<file path="config.mk">
export PLATFORM = sky130hd
export DESIGN_NAME = riscv_arb_mux
export DESIGN_NICKNAME = d
export VERILOG_FILES = /design/src/rtl/riscv_arb_mux.sv
export SDC_FILE = /design/constraint.sdc
export NUM_CORES = 1
export LEC_CHECK = 0
export BUFFER_PORTS_ARGS = -buffer_cell sky130_fd_sc_hd__buf_2
export CELL_PAD_IN_SITES_DETAIL_PLACEMENT = 2
export CELL_PAD_IN_SITES_GLOBAL_PLACEMENT = 2
export CORE_ASPECT_RATIO = 0.9
export CORE_MARGIN = 2
export CORE_UTILIZATION = 24
export DETAILED_ROUTE_END_ITERATION = 6
export PLACE_DENSITY_LB_ADDON = 0.1
export SLEW_MARGIN = 20
export SYNTH_ARGS = -nofsm -noshare
export SYNTH_HDL_FRONTEND = slang
export SYNTH_SLANG_ARGS = --single-unit
</file>
<file path="constraint.sdc">
create_clock -name i_clk -period 2.7 [get_ports i_clk]
set_clock_uncertainty 0.2 [all_clocks]
set_input_delay 0.135 -clock i_clk [delete_from_list [all_inputs] [get_ports i_clk]]
set_output_delay 0.135 -clock i_clk [all_outputs]
set_load 0.03 [all_outputs]
</file>
<file path="src/rtl/riscv_arb_mux.sv">
// riscv_arb_mux: N-input arbitrated, registered multiplexer with valid/ready
// handshakes on every input channel and on the single output.
// A round-robin arbiter picks the channel; the chosen word is captured in a
// one-entry output register that can drain and reload in the same cycle.
// Optional build macro RISCV_ARB_MUX_FIXED_PRIO_EN: replaces the round-robin
// arbiter with a fixed-priority one (lowest index wins, no pointer state).

`ifndef XLEN
`define XLEN 32
`endif

module riscv_arb_mux #(
  parameter int unsigned N_MUX_IN = 2,
  parameter int unsigned DATA_W   = `XLEN
) (
  input  logic                         i_clk,
  input  logic                         i_rst,
  input  logic [N_MUX_IN-1:0]          i_mux_valid,
  output logic [N_MUX_IN-1:0]          o_mux_ready,
  input  logic [N_MUX_IN*DATA_W-1:0]   i_mux_concat_data,
  output logic                         o_mux_valid,
  input  logic                         i_mux_ready,
  output logic [DATA_W-1:0]            o_mux_data,
  output logic [$clog2(N_MUX_IN)-1:0]  o_mux_sel
);

  localparam int unsigned SEL_W = $clog2(N_MUX_IN);
  localparam logic [SEL_W-1:0] LAST_IDX = SEL_W'(N_MUX_IN - 1);

  logic              accept_c;
  logic              xfer_c;
  logic              grant_vld_c;
  logic [SEL_W-1:0]  grant_idx_c;
  logic [DATA_W-1:0] grant_data_c;

  // Index of the lowest set bit of a request vector (0 when empty).
  function automatic logic [SEL_W-1:0] lowest_idx(input logic [N_MUX_IN-1:0] req);
    logic [SEL_W-1:0] idx;
    idx = '0;
    for (int i = int'(N_MUX_IN) - 1; i >= 0; i--) begin
      if (req[i]) idx = SEL_W'(i);
    end
    return idx;
  endfunction

`ifdef RISCV_ARB_MUX_FIXED_PRIO_EN

  // Fixed priority: the lowest-indexed valid channel always wins.
  always_comb begin
    grant_vld_c = |i_mux_valid;
    grant_idx_c = lowest_idx(i_mux_valid);
  end

`else

  logic [SEL_W-1:0]    prio_ptr;
  logic [N_MUX_IN-1:0] hi_mask_c;
  logic [N_MUX_IN-1:0] hi_req_c;

  // Round robin: prefer requests at or above the pointer, else wrap to the bottom.
  always_comb begin
    hi_mask_c   = ~((N_MUX_IN'(1) << prio_ptr) - N_MUX_IN'(1));
    hi_req_c    = i_mux_valid & hi_mask_c;
    grant_vld_c = |i_mux_valid;
    if (|hi_req_c) begin
      grant_idx_c = lowest_idx(hi_req_c);
    end else begin
      grant_idx_c = lowest_idx(i_mux_valid);
    end
  end

  // Priority pointer moves to one past the last granted channel.
  always_ff @(posedge i_clk) begin
    if (i_rst) begin
      prio_ptr <= '0;
    end else if (xfer_c) begin
      prio_ptr <= (grant_idx_c == LAST_IDX) ? '0 : grant_idx_c + SEL_W'(1);
    end
  end

`endif

  // Handshake: load when the register is empty or draining this cycle.
  always_comb begin
    accept_c = ~o_mux_valid | i_mux_ready;
    xfer_c   = accept_c & grant_vld_c & ~i_rst;
  end

  // One-hot accept back to the granted channel only.
  always_comb begin
    o_mux_ready = '0;
    if (xfer_c) begin
      o_mux_ready[grant_idx_c] = 1'b1;
    end
  end

  // Select the granted channel's data word.
  always_comb begin
    grant_data_c = '0;
    for (int i = 0; i < int'(N_MUX_IN); i++) begin
      if (grant_idx_c == SEL_W'(i)) begin
        grant_data_c = i_mux_concat_data[i*DATA_W +: DATA_W];
      end
    end
  end

  // One-entry output register; data and sel hold when nothing new is loaded.
  always_ff @(posedge i_clk) begin
    if (i_rst) begin
      o_mux_valid <= 1'b0;
      o_mux_data  <= '0;
      o_mux_sel   <= '0;
    end else if (xfer_c) begin
      o_mux_valid <= 1'b1;
      o_mux_data  <= grant_data_c;
      o_mux_sel   <= grant_idx_c;
    end else if (i_mux_ready) begin
      o_mux_valid <= 1'b0;
    end
  end

endmodule

</file>
==> flow_metrics.py <==
metrics = {
    "placement": {
        "pre_cts_ws_ns": 0.835,
        "post_dp_cell_area_um2": 2160,
        "dpl.cell_count": 346,
        "place.gp.congestion": 0.688,
        "port_buffers": 104,
        "hpwlAfterDp_mm": 4.16,
    },
    "setup_path": {
        "crit_chain": "dlygate4sd3_1 -> buf_2 -> a2111oi_4 -> buf_4 -> a221o_1 -> dlygate4sd3_1",
        "crit_top_cell": "dlygate4sd3_1",
        "worstPathMaxFanout": 16,
        "timing.critical_path.buf_inv": 4,
        "cp_slowest_cell": "a2111oi_4",
        "cp.arrival_ns": 2.60,
        "path_class": "input port to flop",
        "start_kind": "input port",
        "slowest_delay_ns": 0.66,
        "endpoint_kind": "flop",
        "required_ns": 2.73,
        "cp_top_family": "buffers and inverters",
    },
    "clock_network": {
        "clockRootBuffer": "clkbuf_8",
        "clk_pin_slew_ns": 0.08,
        "cts_tree": "built",
        "cts_setup_buffers": 0,
        "clock_latency_ns": 0.28,
        "numCtsBuffers": 5,
        "ctsResizeCount": 0,
        "clockBufferDepth": 2,
        "postCtsHoldBufs": 65,
        "htree_levels": 2,
        "cts_sinks": 35,
    },
    "floorplan": {
        "dieArea_um2": 7450,
        "io_pins": 105,
        "rows": 28,
        "core_um2": 6550,
        "start_util_pct": 24.8,
        "die_x_um": 90.8,
        "die_h_um": 82.1,
    },
    "synth": {
        "synth_cell_types": 17,
        "async_flop_share_pct": 0,
        "yosys_register_bits": 35,
        "synth_top_cell_by_area": "dfxtp_1",
        "synth-main-ff-cell": "dfxtp_1",
        "seq_area_frac_synth_pct": 43.1,
        "synthTopCellsByArea": "dfxtp_1 (43%), a221o_1 (20%), a211oi_1 (15%), inv_1 (7.8%), buf_6 (6.2%)",
        "synth_area_um2": 1630,
        "synth_nets": 234,
        "synth_edf_count": 0,
        "syn_inst": 165,
        "synth_common_cells": "dfxtp_1 (35), inv_1 (34), a211oi_1 (32), a221o_1 (32), buf_6 (9)",
        "syn_avg_cell_area_um2": 9.86,
        "yosysWarningCount": 0,
        "synth_top_area_share_pct": 43.1,
        "synth_most_common_cell": "dfxtp_1",
    },
    "routing": {
        "m1WireLength_mm": 3.04,
        "viasPerCell": 4.68,
        "vias": 1959,
        "dr.pass1.iters": 4,
        "postRouteAntennaNets": 0,
        "routed.top_layer": "met4",
        "drcViolationCount": 0,
        "initialDrtViolationCount": 74,
        "totalWireLength_mm": 7.01,
        "wl_met3_um": 371,
        "dr_wl_met2_mm": 3.54,
        "wl_per_cell_um": 16.7,
    },
    "global_route": {
        "grt_max_degree": 35,
        "grt_overflow": 0,
        "antenna_found_initial": 0,
        "grt_pass1_vias": 2210,
        "grt_pass1_wl_mm": 11.4,
        "grt_use_total_pct": 19.5,
    },
    "sta": {
        "rsz0062_at_grt": "no",
        "fmax_mhz": 390,
        "tightest_slew_ns": 0.644,
        "slew_headroom_pct": 57.1,
        "fin_ws_ns": 0.135,
        "slew_violations": 0,
        "tns_ns": 0,
        "final.min_clock_period_ns": 2.57,
        "hold_viol": 0,
        "setup_viol": 0,
        "layout_worst_path_cycle_share_pct": 95.0,
    },
    "layout": {
        "drive_gt1_share_pct": 36.5,
        "diodes": 0,
        "final_core_util_pct": 44.2,
        "fin_nets": 397,
        "fin_area_um2": 2900,
        "syn_to_final_growth_pct": 78.2,
        "fillCellCount": 766,
        "final_cells": 419,
    },
    "power_and_ir_drop": {
        "p_leak_nw": 1.38,
        "max-vdd-ir-drop_v": 0.000225,
        "power_density_nw_per_um2": 480,
    },
    "run_status": {
        "status": "completed",
    },
    "run": {
        "max-cap-violations": 0,
    },
    "min_path": {
        "min_path_type": "input port to flop",
    },
}
layout by cell type, fill, tap and decap left out, types with 2 or more instances in the layout:
| cell | Yosys | layout |
|---|---|---|
| buf_2 | 2 | 104 |
| dlygate4sd3_1 | 0 | 65 |
| dfxtp_1 | 35 | 35 |
| inv_1 | 34 | 34 |
| a211oi_1 | 32 | 32 |
| a221o_1 | 32 | 32 |
| buf_4 | 0 | 6 |
| clkbuf_8 | 0 | 5 |
| a21oi_1 | 3 | 3 |
| clkinv_2 | 0 | 3 |
| nor2_1 | 2 | 2 |
power by group:
group          internal (mW)  switching, mW
combinational          0.201          0.227
clock                  0.177          0.200
sequential             0.562         0.0245
final cells by class:
class	instances	area [um^2]	area share, %
clock buffer	5	68.8	2.37
timing repair buffer	175	1220	42.0
inverter	34	128	4.40
sequential	35	701	24.2
tap	90	113	3.89
multi-input combinational	77	657	22.7
clock inverter	3	15.0	0.518
sequential cells by signal (all words and copies together) (netlist names):
| register | flops |
|---|---|
| o_mux_data | 32 |
| o_mux_sel | 1 |
| o_mux_valid | 1 |
| prio_ptr | 1 |
worst paths after layout:
check	to	depth (start not counted)	slack, ns	from
max reg2reg	o_mux_data[4]$_SDFFE_PP0P_	5	0.24	o_mux_valid$_SDFFE_PP0P_
min reg2reg	prio_ptr$_SDFFE_PP0P_	2	0.30	prio_ptr$_SDFFE_PP0P_
max	o_mux_data[4]$_SDFFE_PP0P_	6	0.13	i_mux_valid[0]
min	prio_ptr$_SDFFE_PP0P_	4	0.11	i_mux_valid[1]
worst min-delay path, stage by stage:
cell and delay, ns:
buf_2 0.11, inv_1 0.08, o21ai_0 0.16, a21oi_1 0.06
logic make-up after synthesis:
family	count (synthesis)	share of synthesized area, %
flip-flops	35	43.1
buffers and inverters	53	16.5
AND/OR/NAND/NOR	7	2.54
AO/OA/AOI/OAI	70	37.8
metal layers:
metal,track usage (%),vias to the layer above
met2,36.5,61
met3,4.36,4
met4,5.00,0
met5,0,-
met1,22.9,952
li1,-,942
metrics by stage:
stage               total power, mW  hold WS (ns)
floorplan                     0.805        0.0733
global placement              0.921         0.160
detailed placement            0.927         0.164
CTS                            1.40         0.103
global route                   1.47         0.154
finish                         1.39         0.106
Note: power is estimated with default switching activity, not from simulation.
